<file path="src/rtl/i2c_7seg_target.sv">
// i2c_7seg_target
// Write-only I2C target feeding the dual 7-segment display driver.
// SCL/SDA are oversampled in the clk domain, START/STOP are decoded from
// the synchronized lines, and a 7-bit address is matched. Every complete
// data byte written to that address is acknowledged and latched as two hex
// nibbles. Read requests, general call and other addresses get no ACK and
// are ignored until the next START or STOP.
module i2c_7seg_target #(
  parameter logic [6:0] I2C_ADDR = 7'h42
) (
  input  logic       clk,
  input  logic       rst,
  input  logic       scl_i,
  input  logic       sda_i,
  output logic       sda_oe_o,
  output logic [3:0] hex0_data_o,
  output logic [3:0] hex1_data_o,
  output logic       byte_strobe_o,
  output logic [2:0] state_dbg_o
);

  typedef enum logic [2:0] {
    ST_IDLE     = 3'd0,
    ST_ADDR     = 3'd1,
    ST_ADDR_ACK = 3'd2,
    ST_DATA     = 3'd3,
    ST_DATA_ACK = 3'd4,
    ST_IGNORE   = 3'd5
  } state_t;

  // ------------------------------------------------------------------------
  // Input conditioning
  // ------------------------------------------------------------------------
  logic scl_meta_q, scl_sync_q, scl_prev_q;
  logic sda_meta_q, sda_sync_q, sda_prev_q;

  // Two-flop synchronizers plus one history flop per line. They reset to the
  // idle-high bus level so leaving reset never looks like a START.
  always_ff @(posedge clk) begin
    if (rst) begin
      scl_meta_q <= 1'b1;
      scl_sync_q <= 1'b1;
      scl_prev_q <= 1'b1;
      sda_meta_q <= 1'b1;
      sda_sync_q <= 1'b1;
      sda_prev_q <= 1'b1;
    end else begin
      scl_meta_q <= scl_i;
      scl_sync_q <= scl_meta_q;
      scl_prev_q <= scl_sync_q;
      sda_meta_q <= sda_i;
      sda_sync_q <= sda_meta_q;
      sda_prev_q <= sda_sync_q;
    end
  end

  logic scl_rise, scl_fall, scl_high;
  logic start_det, stop_det;

  assign scl_rise = scl_sync_q & ~scl_prev_q;
  assign scl_fall = ~scl_sync_q & scl_prev_q;
  // SCL counts as high only once it has been high for two samples, so an
  // SDA edge coincident with the SCL edge is not taken as START/STOP.
  assign scl_high = scl_sync_q & scl_prev_q;

  // SDA may only move while SCL is high to signal START or STOP.
  assign start_det = scl_high & sda_prev_q & ~sda_sync_q;
  assign stop_det  = scl_high & ~sda_prev_q & sda_sync_q;

  // ------------------------------------------------------------------------
  // Protocol FSM
  // ------------------------------------------------------------------------
  state_t     state_q;
  logic [2:0] bit_cnt_q;
  logic [7:0] shift_q;
  logic       ack_half_q;   // 0: waiting to drive ACK, 1: ACK being driven
  logic       sda_oe_q;
  logic [3:0] hex0_q;
  logic [3:0] hex1_q;
  logic       strobe_q;

  logic [7:0] shift_d;
  logic       addr_match;

  // Byte as it will look once the bit present on SDA now is shifted in.
  assign shift_d = {shift_q[6:0], sda_sync_q};

  // Only writes (R/W=0) to our own address are accepted; address 0 is the
  // general call and is refused even if I2C_ADDR were set to zero.
  assign addr_match = (shift_d[7:1] == I2C_ADDR) &&
                      (shift_d[7:1] != 7'd0) &&
                      !shift_d[0];

  // Main bus FSM. START/STOP outrank everything else; otherwise the FSM
  // advances on synchronized SCL edges only.
  always_ff @(posedge clk) begin
    if (rst) begin
      state_q    <= ST_IDLE;
      bit_cnt_q  <= 3'd0;
      shift_q    <= 8'd0;
      ack_half_q <= 1'b0;
      sda_oe_q   <= 1'b0;
      hex0_q     <= 4'd0;
      hex1_q     <= 4'd0;
      strobe_q   <= 1'b0;
    end else begin
      strobe_q <= 1'b0;
      if (start_det) begin
        // A (repeated) START discards any partial byte and restarts addressing.
        state_q    <= ST_ADDR;
        bit_cnt_q  <= 3'd0;
        shift_q    <= 8'd0;
        ack_half_q <= 1'b0;
        sda_oe_q   <= 1'b0;
      end else if (stop_det) begin
        state_q    <= ST_IDLE;
        bit_cnt_q  <= 3'd0;
        ack_half_q <= 1'b0;
        sda_oe_q   <= 1'b0;
      end else begin
        case (state_q)
          ST_IDLE: begin
            sda_oe_q <= 1'b0;
          end

          ST_ADDR: begin
            if (scl_rise) begin
              shift_q   <= shift_d;
              bit_cnt_q <= bit_cnt_q + 3'd1;
              if (bit_cnt_q == 3'd7) begin
                state_q <= addr_match ? ST_ADDR_ACK : ST_IGNORE;
              end
            end
          end

          ST_ADDR_ACK, ST_DATA_ACK: begin
            // First SCL fall ends bit 8: pull SDA low for the 9th clock.
            // Second SCL fall ends the 9th clock: release and take data.
            if (scl_fall) begin
              if (!ack_half_q) begin
                sda_oe_q   <= 1'b1;
                ack_half_q <= 1'b1;
              end else begin
                sda_oe_q   <= 1'b0;
                ack_half_q <= 1'b0;
                bit_cnt_q  <= 3'd0;
                state_q    <= ST_DATA;
              end
            end
          end

          ST_DATA: begin
            if (scl_rise) begin
              shift_q   <= shift_d;
              bit_cnt_q <= bit_cnt_q + 3'd1;
              if (bit_cnt_q == 3'd7) begin
                hex1_q   <= shift_d[7:4];
                hex0_q   <= shift_d[3:0];
                strobe_q <= 1'b1;
                state_q  <= ST_DATA_ACK;
              end
            end
          end

          ST_IGNORE: begin
            sda_oe_q <= 1'b0;
          end

          default: begin
            state_q  <= ST_IDLE;
            sda_oe_q <= 1'b0;
          end
        endcase
      end
    end
  end

  assign sda_oe_o      = sda_oe_q;
  assign hex0_data_o   = hex0_q;
  assign hex1_data_o   = hex1_q;
  assign byte_strobe_o = strobe_q;
  assign state_dbg_o   = state_q;

endmodule

</file>
<file path="config.mk">
export PLATFORM = sky130hd
export DESIGN_NAME = i2c_7seg_target
export DESIGN_NICKNAME = d
export VERILOG_FILES = /design/src/rtl/i2c_7seg_target.sv
export SDC_FILE = /design/constraint.sdc
export NUM_CORES = 1
export LEC_CHECK = 0
export CORE_MARGIN = 4
export CORE_UTILIZATION = 29
export CTS_CLUSTER_DIAMETER = 80
export CTS_CLUSTER_SIZE = 10
export DETAILED_ROUTE_END_ITERATION = 12
export SYNTH_ARGS = -nofsm -noshare
export SYNTH_HDL_FRONTEND = slang
export SYNTH_SLANG_ARGS = --single-unit
</file>
<file path="constraint.sdc">
create_clock -name clk -period 3.39 [get_ports clk]
set_input_delay 0.5085 -clock clk [delete_from_list [all_inputs] [get_ports clk]]
set_output_delay 0.5085 -clock clk [all_outputs]
set_load 0.02 [all_outputs]
</file>
* Word level (Yosys, flattened, before mapping)
Index checks and enable logic that the tools add are counted. Widths: inputs -> output; s select.
Cells by class: add/subtract/negate cells 1, eq/ne operators 21, mux-type cells 18, bitwise gates (word level) 17, reduce and logical (&&, ||, !) cells 19
Operators by type and width (count):
- $mux 3 | 10
- $ne 4x4->1 const B | 6
- $reduce_and 7->1 | 2
- $ne 2x2->1 const B | 6
- $pmux 3 s4 | 1
- $not 1->1 | 10
- $eq 3x3->1 const B | 3
- $reduce_or 2->1 | 4
- $and 1x1->1 | 7
- $eq 7x7->1 const B | 1
- $reduce_bool 7->1 | 1
- $eq 3x2->1 const B | 2
- $pmux 3 s2 | 1
- $mux 1 | 5
- $reduce_and 5->1 | 1
- $reduce_or 5->1 | 1
- $reduce_and 2->1 | 2
- $reduce_and 4->1 | 1
- $add 3x1->3 const B | 1
- $eq 3x1->1 const B | 1
- $logic_not 3->1 | 1
- $ne 3x1->1 const B | 1
- $reduce_and 3->1 | 1
- $reduce_or 3->1 | 1
- other kinds (5) | 6
Word-level totals: flip-flop bits (word level) 30, bits of input ports 4, output and inout port bits 13, logic and storage cells 91

* Depth between registers and ports, before layout
word-level depth 9, mapped depth 6

* Worst setup path before layout
OpenSTA, ideal clock, no wires.
path type reg2reg, start reg state_q[2] (netlist: state_dbg_o[2]), end reg state_q[0] (netlist: state_dbg_o[0]), library setup time 74 ps, arrival 1484 ps, data required time 3316 ps, path slack 1832 ps, stages on the path, launching flop included 6, path buffers 1, period minus slack after synthesis 1558 ps, cells stage by stage dfxtp_1 buf_2 and4bb_4 and2_1 or3_1 a31oi_1
Between the ends: word-level cells in the longest chain between the ends 5, elaborated cells between the ends (all ways) 19
Ends and longest elaborated chain:
- from (decl) | line 73 | state_t state_q;
- from (signal assigned) | line 131 | state_q <= addr_match ? ST_ADDR_ACK : ST_IGNORE;
- $eq 3x3->1, or another cell as far along | line 121 | case (state_q)
- $reduce_or 2->1 (on tied branches)
- $pmux 3 s4 | line 121
- $mux 1 | line 115 | end else if (stop_det) begin
- $mux 1 | line 108 | if (start_det) begin
Several ways; a longest one is shown, not always the timed one. A chain may end at the register's enable or synchronous reset.

* Final worst setup path
start reg state_q[0] (netlist: state_dbg_o[0]), end out state_dbg_o[0]
RTL lines:
- to (decl) | line 19 | output logic [2:0] state_dbg_o
No word-level cell between the ends.

==> impl_metrics.env <==
export IMPL_post_cts_resized=0
export IMPL_crit_reg2reg_launch="state_dbg_o[0]"
export IMPL_floorplan_die_area_mm2=0.00540
export IMPL_synth_main_ff_cell="dfxtp_1"
export IMPL_fillers=419
export IMPL_hold_viol=0
export IMPL_fin_skew_ns=0.00303
export IMPL_wl_mm=2.40
export IMPL_syn_to_final_growth_pct=24.4
export IMPL_cts_tree="built"
export IMPL_setup_worst_path_start_class="flip-flop"
export IMPL_die_h_um=73.5
export IMPL_synthXorXnorAreaFrac_pct=2.11
export IMPL_clockBufferDepth=2
export IMPL_ys_seq_elements=30
export IMPL_synth_compound_area_share_pct=8.25
export IMPL_coreArea_mm2=0.00409
export IMPL_wl_per_cell_um=12.3
export IMPL_max_freq_ghz=0.497
export IMPL_vias=939
export IMPL_cts_root_buf="clkbuf_8"
export IMPL_synth_edff_count=0
export IMPL_slowest_delay_ns=0.69
export IMPL_antenna_cells=0
export IMPL_whs_ns=0.409
export IMPL_place_congestion=0.671
export IMPL_grt_usage_pct=9.79
export IMPL_hold_depth=1
export IMPL_cts_hold_buffers=0
export IMPL_cts_setup_buffers=0
export IMPL_final_common_cell="dfxtp_1"
export IMPL_drv_slew=0
export IMPL_p_leak_nw=0.607
export IMPL_ys_types=34
export IMPL_route_detailed_drc=0
export IMPL_grt_pass1_vias=855
export IMPL_dp_hpwl_mm=1.70
export IMPL_async_flop_share_pct=0
export IMPL_hp_class="reg -> reg"
export IMPL_muxShareOfSynthArea_pct=12.9
export IMPL_layout_common_cells="dfxtp_1, nor2_1, mux2i_1, clkdlybuf4s50_1"
export IMPL_viasPerCell=4.82
export IMPL_syn_num_nets=134
export IMPL_drt_pass1_iter_count=4
export IMPL_clock_sinks=30
export IMPL_yosysWarnings=0
export IMPL_drive_gt1_share_pct=8.97
export IMPL_seq_area_frac_synth_pct=48.3
export IMPL_rr_endpoint="hex1_data_o[1]"
export IMPL_synth_top_family_by_area="simple AND/OR/NAND/NOR gates"
export IMPL_cp_data_arrival_time_ns=1.50
export IMPL_period_needed_ns=2.01
export IMPL_irDropWorstVdd_mv=0.261
export IMPL_cts_made_buffers=5
export IMPL_setup_slack_ns=1.38
export IMPL_dp_slack_ns=1.31
export IMPL_path_cells="clkdlybuf4s50_1"
export IMPL_powerDensity_mw_per_mm2=487
export IMPL_syn_area_mm2=0.00124
export IMPL_initial_utilization_pct=30.4
export IMPL_cts_clk_slew_worst_paths_ns=0.06
export IMPL_htreeDepth=2
export IMPL_min_delay_start="sda_meta_q"
export IMPL_synth_fa_ha_area_share_pct=2.82
export IMPL_grt_pass1_wl_mm=4.00
export IMPL_crit_type="reg -> out"
export IMPL_drt_antenna_violating_nets=0
export IMPL_crit_slowest_cell="clkdlybuf4s50_1"
export IMPL_rsz0062_at_grt="no"
export IMPL_max_slew_margin_rel_pct=60.7
export IMPL_reg2reg_depth=4
export IMPL_avgSynthCellArea_um2=9.72
export IMPL_cp_top_family="buffers and inverters"
export IMPL_final_period_utilization_pct=59.3
export IMPL_ioPinCount=17
export IMPL_num_rows=23
export IMPL_critical_path_buf_inv_count=1
export IMPL_grt_max_degree=15
export IMPL_die_w_um=73.5
export IMPL_setup_viol=0
export IMPL_r2r_slack_ns=1.51
export IMPL_hold_end="sda_sync_q"
export IMPL_status="finished clean"
export IMPL_layout_nets=151
export IMPL_antenna_found_initial=0
export IMPL_clock_latency_ns=0.28
export IMPL_worstMarginPinSlew_ns=0.586
export IMPL_syn_instance_count=128
export IMPL_yosys_area_share_simple_pct=22.5
export IMPL_required_ns=2.88
export IMPL_crit_path_end_kind="output port"
export IMPL_cap_violations=0
export IMPL_dr_first_iter_drc_count=49
export IMPL_critPathMaxFanout=11
export IMPL_grt_overflow=0
export IMPL_tns_ns=0
export IMPL_numPortBuffers=16
==> per-stage QoR <==
step                      total power (W)  instances  area, um2  utilization (%)
after CTS                        0.000762        195       1550             37.9
after floorplan                  0.000388        128       1240                -
after global routing             0.000785        195       1550             37.9
final                            0.000753        195       1550             37.9
after detailed placement         0.000398        188       1440             35.1
after global placement           0.000397        188       1440             35.1
==> logic make-up (layout without fill, tap and decap cells) <==
group                      after synthesis  after routing
muxes                                   16             16
xor gates and xnor gates                 3              3
buffers and inverters                    8             25
AOI/OAI and AO/OA                       16             16
DFF                                     30             30
and+or+nand+nor                         52             52
adders and majority gates                3              3
==> Yosys cell counts (2+ instances only) <==
master    count  share of area, %
dfxtp_1      30                48
nor2_1       22               6.6
mux2i_1      16                13
a21oi_1       6               2.4
nand2_1       5               1.5
or2_2         5               2.5
buf_2         4               1.6
nand2b_1      3               1.5
xnor2_1       3               2.1
a22oi_1       2               1.2
ha_1          2               2.0
inv_1         2              0.60
nor2b_1       2               1.0
nor3_1        2              0.80
nor4b_1       2               1.4
o21ai_0       2              0.80
or3_1         2               1.0
or3b_1        2               1.4
==> metal layers <==
| metal | GRT usage [%] | wire [um] |
|---|---|---|
| met2 | 13.8 | 1050 |
| met5 | 0 | 0 |
| met3 | 3.56 | 123 |
| met4 | 5.23 | 72 |
| met1 | 12.9 | 1160 |
==> how the worst max path moves through the flow <==
| stage | startpoint | to | slack (ns) | cells after the start |
|---|---|---|---|---|
| after global routing | state_dbg_o[0] | state_dbg_o[0] | 1.33 | 1 |
| after floorplan | state_dbg_o[2] | state_dbg_o[0] | 1.83 | 5 |
| after global placement | rst | sda_oe_o | 1.40 | 4 |
| final | state_dbg_o[0] | state_dbg_o[0] | 1.38 | 1 |
| after detailed placement | rst | sda_oe_o | 1.31 | 4 |
| after CTS | state_dbg_o[0] | state_dbg_o[0] | 1.36 | 1 |
==> flip-flops by register name (all words and copies together), names as in the netlist <==
register	flops
sda_meta_q	1
scl_meta_q	1
shift_q	7
hex0_data_o	4
bit_cnt_q	3
sda_oe_o	1
byte_strobe_o	1
scl_sync_q	1
state_dbg_o	3
ack_half_q	1
sda_sync_q	1
scl_prev_q	1
hex1_data_o	4
sda_prev_q	1
==> where the power goes <==
| part | total (W) | switching [W] | internal, W | leakage, nW |
|---|---|---|---|---|
| Combinational | 0.0000275 | 0.0000148 | 0.0000127 | 0.307 |
| Sequential | 0.000362 | 0.00000543 | 0.000357 | 0.243 |
| Clock | 0.000363 | 0.000128 | 0.000235 | 0.0573 |
| Total | 0.000753 | 0.000149 | 0.000604 | 0.607 |
==> final cells by class <==
type	instances	area (um2)	area share (%)
Tap cell	50	62.6	4.04
Sequential cell	30	601	38.8
Clock buffer	6	82.6	5.34
Clock inverter	1	30.0	1.94
Timing Repair Buffer	16	160	10.3
Inverter	2	7.51	0.485
Multi-Input combinational cell	90	604	39.0
(Power assumes the default switching activity.)
